$ cat src/rtl/dff_ring_recirc.sv
// dff_ring_recirc: recirculating DFF ring. A frame of up to DEPTH words is
// loaded through stage 0, then rotated indefinitely from the last stage back
// into stage 0. Output is masked while loading and for one hand-over cycle.
// The build macro DFF_RING_CLR_EN adds a synchronous clear input (i_CLR).
module dff_ring_recirc #(
  parameter  int WIDTH = 8,
  parameter  int DEPTH = 4,
  localparam int IW    = $clog2(DEPTH),
  localparam int FW    = $clog2(DEPTH + 1)
) (
  input  logic             clk,
  input  logic             RST_n,
  input  logic             i_EN,
  input  logic             i_WR,
  input  logic [WIDTH-1:0] i_data,
`ifdef DFF_RING_CLR_EN
  input  logic             i_CLR,
`endif
  output logic [WIDTH-1:0] o_data,
  output logic             o_valid,
  output logic             o_sop,
  output logic [IW-1:0]    o_idx,
  output logic             o_full,
  output logic [FW-1:0]    o_fill
);

  logic [WIDTH-1:0] stage [DEPTH];
  logic [FW-1:0]    fill;
  logic [IW-1:0]    pos;
  logic             wr_d;
  logic             clr;

`ifdef DFF_RING_CLR_EN
  assign clr = i_CLR;
`else
  assign clr = 1'b0;
`endif

  // Ring stages: load or recirculate into stage 0, shift the rest along.
  // Clear wins over enable so a stalled ring can still be flushed.
  always_ff @(posedge clk or negedge RST_n) begin
    if (!RST_n) begin
      for (int k = 0; k < DEPTH; k++) stage[k] <= '0;
    end else if (clr) begin
      for (int k = 0; k < DEPTH; k++) stage[k] <= '0;
    end else if (i_EN) begin
      stage[0] <= i_WR ? i_data : stage[DEPTH-1];
      for (int k = 1; k < DEPTH; k++) stage[k] <= stage[k-1];
    end
  end

  // Fill counter, output word index and hand-over flag.
  // A write restarts the index because the oldest retained word becomes idx 0.
  always_ff @(posedge clk or negedge RST_n) begin
    if (!RST_n) begin
      fill <= '0;
      pos  <= '0;
      wr_d <= 1'b0;
    end else if (clr) begin
      fill <= '0;
      pos  <= '0;
      wr_d <= 1'b0;
    end else if (i_EN) begin
      if (i_WR) begin
        if (fill != FW'(DEPTH)) fill <= fill + 1'b1;
        pos  <= '0;
        wr_d <= 1'b1;
      end else begin
        pos  <= (pos == IW'(DEPTH - 1)) ? '0 : pos + 1'b1;
        wr_d <= 1'b0;
      end
    end
  end

  // Output qualification: only a complete frame, never while writing, and not
  // in the hand-over cycle right after the last write.
  always_comb begin
    o_full  = (fill == FW'(DEPTH));
    o_valid = ~i_WR & ~wr_d & o_full;
    o_data  = o_valid ? stage[DEPTH-1] : '0;
    o_idx   = pos;
    o_sop   = o_valid & (pos == '0);
    o_fill  = fill;
  end

endmodule

$ cat config.mk
export PLATFORM = sky130hd
export DESIGN_NAME = dff_ring_recirc
export DESIGN_NICKNAME = d
export VERILOG_FILES = /design/src/rtl/dff_ring_recirc.sv
export SDC_FILE = /design/constraint.sdc
export NUM_CORES = 1
export LEC_CHECK = 0
export CORE_UTILIZATION = 35
export DETAILED_ROUTE_END_ITERATION = 16
export GPL_ROUTABILITY_DRIVEN = 0
export PLACE_DENSITY_LB_ADDON = 0.2
export REMOVE_ABC_BUFFERS = 1
export SETUP_SLACK_MARGIN = 0.2
export SLEW_MARGIN = 20
export SYNTH_ARGS = -nofsm -noshare
export SYNTH_HDL_FRONTEND = slang
export SYNTH_SLANG_ARGS = --single-unit
$ cat constraint.sdc
create_clock -name clk -period 2.7 [get_ports clk]
set_clock_uncertainty 0.05 [all_clocks]
set_input_delay 0.405 -clock clk [delete_from_list [all_inputs] [get_ports clk]]
set_output_delay 0.405 -clock clk [all_outputs]
set_load 0.01 [all_outputs]
==> metrics.txt <==
Iter 0 DRT Violations=17; drc violations=1; crit-path max FO=4; Power Density=784 mW/mm2; post-synthesis cell type count=19; Final Util=46.2%; Die H=71.0 um; fin area=0.00207 mm2; Synth area leader=dfrtp_1; Synth top area share=57.1%; total chip power=1.62 mW; root buffer cell=clkbuf_8; DRT antenna net count=0; initial antenna violation count=0; Tightest Hold Check Type=input port to async pin; failing checks=design-rule violations; delay-heaviest family, CP=buffers and inverters; HPWL after DPL=1970 um; worst vdd ir=420 uV; Post-synth top cells=dfrtp_1, mux2_2, and2_1; post-synthesis cell area=0.00167 mm2; startpoint types=register; count leader, synth=dfrtp_1; WL final=2930 um; chip width=71.0 um; YS warnings=0; vias in the first global route=1056; CP max-delay cell=clkdlybuf4s50_1; Worst setup EP type=primary output; wire per inst=13.9 um; max frequency=0.423 GHz; Crit Path Category=register to primary output; layout cell share with drive strength beyond 1=27.7%; CP max stage delay=0.53 ns; grt total ovfl=0; first-pass GRT wire length=5010 um; pin count of the biggest net entering global routing=45; required time worst endpoint=2.25 ns; Clock Power Share=22.1%; Port Buf Inserts=27; syn_area_per_cell=13.3 um2; Cell Chain, Critical Path=inv_1 -> ha_2 -> nor4b_4 -> and2_1 -> clkdlybuf4s50_1; Via Count=1031; CTS tree=done; Die ar.=0.00504 mm2; switch share=27.6%; Internal=1.17 mW; CTS max path bufs=2; Flop pwr share=50.0%; status=finished, violations left; Rows=24; Final Cycle Share=87.5%; Core Area=0.00447 mm2; leak pwr=0.912 nW; max_cap viols=0; Final Critical Period=2.36 ns; clk_lat worst skew=0.28 ns; final setup violation count=0; Max-Slew Margin vs Limit=42.7%; Arrival @ worst endpoint=1.91 ns; Setup TNS=0 ns; Cells after Synth=125; Post-synth EDFFs=0; diode count=0; RSZ-0062 raised after global routing=no; first-pass iteration count of the detailed router=12; Seq cells post-synth=38; Top FF cell, synth=dfrtp_1; I/O pin total=28; top cells by area, synth=dfrtp_1, mux2_2, mux2i_1; CTS Buf Count=5; Psw=0.448 mW; Nets=175; clock sink count=38; Async SR Flop Fraction=100%; htree depth=2; Vias/cell=4.89; CTS Hold Bufs=0; WHS=0.161 ns; Layout Area Growth over Synthesis=24.0%; register area share after synthesis=57.1%; gr usage total=13.2%; Buf/Inv on CP=2; Hold Violations, Final=0; initial core utilization=37.2%; Worst Max-Slew Pin Slew=0.860 ns; Gate power share=28.0%; Worst-path clk slew=0.08 ns; placed instance area=0.00197 mm2; Final Max Tran Viols=0
sequential cells by signal (all words and copies together), names as in the netlist:
register  count
stage        32
o_fill        3
o_idx         2
wr_d          1
cell usage in the layout (no fill, tap or decap), drive strengths merged:
cell / n
mux2: 26
dlygate4sd2: 6
nor3: 1
and2: 10
o21ai: 2
nor2: 9
ha: 4
nor4b: 1
dfrtp: 38
nand3: 2
inv: 5
mux2i: 8
a21oi: 9
clkbuf: 8
xnor2: 1
nand3b: 2
clkdlybuf4s50: 18
buf: 9
power by group through the flow:
stage	Clock, mW	Combinational (mW)	Sequential, mW
3_5_place_dp	0	0.441	0.826
4_1_cts	0.373	0.464	0.810
2_1_floorplan	0	0.239	0.812
5_1_grt	0.400	0.505	0.830
6_report	0.358	0.453	0.809
3_3_place_gp	0	0.426	0.814
final cells by class:
type                       instances  area [um2]
fill                             408        2410
sequential                        38         951
multi-input combinational         75         652
timing repair buffer              34         304
clock buffer                       7        76.3
tap                               52        65.1
inverter                           5        18.8
path summary, 6_finish.rpt:
check | slack (ns) | depth (start not counted) | startpoint | to
worst min-delay path | 0.16 | 1 | RST_n | stage[30]
max in group asynchronous | 1.92 | 1 | RST_n | stage[7]
worst max register to register | 1.24 | 5 | o_fill[1] | o_fill[1]
min in group clk | 0.46 | 1 | stage[14] | stage[14]
worst min register to register | 0.46 | 1 | stage[14] | stage[14]
worst max-delay path | 0.34 | 5 | o_fill[1] | o_sop
logic make-up (layout without fill, tap and decap cells):
family | after synthesis | count (layout) | synth area share (%)
flops | 38 | 38 | 57.1
mux | 34 | 34 | 22.4
simple gates | 25 | 25 | 9.76
buf+inv | 12 | 46 | 3.98
compound gates | 11 | 11 | 3.30
fa+ha+maj | 4 | 4 | 3.00
xor+xnor | 1 | 1 | 0.526
layer usage:
metal / GRT usage [%] / vias to the layer above / share of wire, %
li1: - / 496 / -
met1: 16.4 / 507 / 43
met2: 21.3 / 23 / 52
met3: 4.56 / 5 / 3.4
met4: 5.33 / 0 / 1.5
met5: 0 / - / 0
through the flow:
step	instances	worst slack, ns
floorplan	118	0.981
global placement	200	0.184
detailed placement	200	0.173
CTS	211	0.226
global route	211	0.205
finish	211	0.339
what timing repair did:
| action | 4_1_cts | 5_1_grt |
|---|---|---|
| buffers inserted | 4 | 0 |
| resized for setup | 9 | 2 |
| endpoints found under the setup margin | 7 | 1 |
No activity file was read; power rests on OpenSTA's default activity.
==> variant: new RTL, same flow settings <==
Reset style: synchronous (`RST_n`), changed in 2 clocked blocks.
--- a/src/rtl/dff_ring_recirc.sv
+++ b/src/rtl/dff_ring_recirc.sv
@@ -38,7 +38,7 @@
 
   // Ring stages: load or recirculate into stage 0, shift the rest along.
   // Clear wins over enable so a stalled ring can still be flushed.
-  always_ff @(posedge clk or negedge RST_n) begin
+  always_ff @(posedge clk) begin
     if (!RST_n) begin
       for (int k = 0; k < DEPTH; k++) stage[k] <= '0;
     end else if (clr) begin
@@ -51,7 +51,7 @@
 
   // Fill counter, output word index and hand-over flag.
   // A write restarts the index because the oldest retained word becomes idx 0.
-  always_ff @(posedge clk or negedge RST_n) begin
+  always_ff @(posedge clk) begin
     if (!RST_n) begin
       fill <= '0;
       pos  <= '0;
Check against the original RTL: differs if RST_n is asserted again (counterexample within 4 cycles, from zero or initial values and one cycle with RST_n low); with RST_n held inactive, the same outputs for 10 cycles.
==> variant against the unedited design <==
Sequential cell count is the same. Sequential share of layout area is 5.0 points higher. Synthesized cell count up 1.6%. Routed wire length is 13% higher. Critical path depth rose by 2. Utilization rose by 1.6 points. Final area increased by 2.7%. Worst setup slack worse by 0.13 ns. Synthesized area is 0.30% lower. Cell count rose by 1.9%. Largest cell class unchanged.
Power is not compared: it rests on default switching activity, and its combinational part moved more than twofold at a synthesized area within 25%.
==> variant: results (changes against the unedited design) <==
- The fill cell total of the finished layout is 413 (+1.2%).
- The worst hold path begins at o_fill[0].
- The number of buffers between clock root and the deepest sink is 2 (unchanged).
- The via-per-instance ratio came to 4.944 (+1.2%).
- The count of input and output buffers is 27 (unchanged).
- The data arrival time of the critical path came to 2.04 ns (+0.13 ns).
- The total number of nets in the final design came to 178 (+1.7%).
- The hold slack is 0.4390 ns (+0.2783 ns).
- The number of placed cells counting well taps is 205 (+2.5%).
- The slowest stage of the critical path belongs to the cell clkdlybuf4s50_1.
- The root buffer cell chosen for the clock tree is clkbuf_8.
- The peak per-stage delay on the critical path came to 0.53 ns (about the same).
- The proportion of synthesized chip area in sequential cells is 65.06% (+8.0 points).
- The fraction of layout instances using a drive strength above 1 is 11.04% (-17 points).
- The count of flip-flops with a built-in enable after synthesis is 32 (+32).
- The number of distinct library cells after synthesis is 21 (+2).
- The minimum setup slack among reg-to-reg paths is 1.34 ns (+0.10 ns).
- The worst min-delay path class is flip-flop to flip-flop.
- The via count of the first global-routing pass was 1082 (+2.5%).
- The cell count of the worst reg-to-reg path is 5 (unchanged).
- The detailed-routing iteration count for the pre-antenna-repair pass came to 6 (-6).
- Ranked by total cell area, the synthesized netlist is headed by edfxtp_1 58%, and3_1 9.0%, dfxtp_1 7.2%.
- The mean cell area of the mapped netlist is 13.08 um2 (-1.9%).
- The startpoint of the worst-slack reg-to-reg timing path is o_fill[1].
- The number of buffers created by CTS is 5 (unchanged).
- The routed wire length per instance is 15.44 um (+11%).
- For hold timing, the worst endpoint is o_fill[0].
- The run finished with clean final reports.
- The worst-case headroom to the max-slew limit came to 69.21% (+27 points).
- The cell class contributing the biggest share of worst-path delay is buffers and inverters.
- The share of flip-flops with an asynchronous set or reset came to 0% (-100 points).
- The commonest cells after synthesis are 32 x edfxtp_1, 24 x and3_1, 10 x and2_1, 10 x mux2i_1, 10 x nor2_1.
- The number of stages on the worst hold path is 2.
- The share of total power consumed by net switching is 21.80%.
- The endpoint of the worst-slack reg-to-reg timing path is o_fill[0].
- The number of inserted diodes is 0 (unchanged).
- The global-route wire length before repair is 5561 um (+11%).
- The DRC violation total after the first TritonRoute iteration was 41 (+24).
- The final instance count without filler cells came to 215 (+1.9%).
- The total global-route track usage was 14.87% (+1.6 points).
- The half-perimeter wire length after placement is 2151 um (+9.4%).
- The largest net degree at the start of global routing came to 25 (-44%).
-- variant: logic make-up after synthesis --
logic type	synth area share, %
fa+ha+maj	3.012
simple gates	20.78
compound gates	1.807
mux	6.024
buf+inv	3.313
flops	65.06
-- variant: power groups by stage --
| stage | clock, mW | sequential [mW] | combinational [mW] |
|---|---|---|---|
| floorplan | 0 | 0.695 | 0.0369 |
| global placement | 0 | 0.696 | 0.0911 |
| detailed placement | 0 | 0.698 | 0.0938 |
| CTS | 0.381 | 0.685 | 0.0948 |
| global route | 0.401 | 0.689 | 0.103 |
| finish | 0.366 | 0.685 | 0.0926 |
-- variant: metal layers --
metal / routed length (um) / global-route usage [%]
met5: 0 / 0
met4: 17 / 4.667
met3: 103 / 4.843
met2: 1598 / 22.76
met1: 1601 / 20.15
-- variant: repair_timing --
| action | 4_1_cts | 5_1_grt |
|---|---|---|
| endpoints found under the setup margin | 10 | 9 |
| gates resized for setup | 1 | 7 |
| buffers inserted | 2 | 0 |
-- variant: worst reg2reg max path, delay by kind of cell, from the launching register on --
family,cells,cell delay [ns]
DFF,1,0.38
and+or+nand+nor,2,0.38
muxes,1,0.22
adders and majority gates,1,0.19
buffers and inverters,1,0.06
-- variant: how the worst max path moves through the flow --
stage	slack [ns]	end	depth (start not counted)	startpoint
2_1_floorplan	0.98	o_data[0]	5	o_fill[0]
3_3_place_gp	0.17	o_data[4]	4	i_WR
3_5_place_dp	0.16	o_data[2]	4	i_WR
4_1_cts	0.21	o_data[5]	7	o_fill[0]
5_1_grt	0.12	o_data[0]	7	o_fill[0]
6_report	0.20	o_data[0]	7	o_fill[0]
-- variant: layout make-up --
| cell class | count | share of cell area, % |
|---|---|---|
| clock buffer | 6 | 3.420 |
| tap | 52 | 3.066 |
| clock inverter | 2 | 0.4127 |
| multi-input combinational | 77 | 24.76 |
| sequential | 38 | 51.00 |
| inverter | 5 | 0.8844 |
| timing repair buffer | 35 | 16.45 |
-- variant: stage by stage --
step	util (%)	setup slack [ns]	power, mW	cell area (um2)
after global routing	47.75	0.1151	1.194	2122
after detailed placement	45.13	0.1610	0.7917	2006
after global placement	45.13	0.1737	0.7868	2006
after CTS	47.33	0.2088	1.161	2103
after floorplan	-	0.9805	0.7320	1625
final	47.75	0.2038	1.143	2122
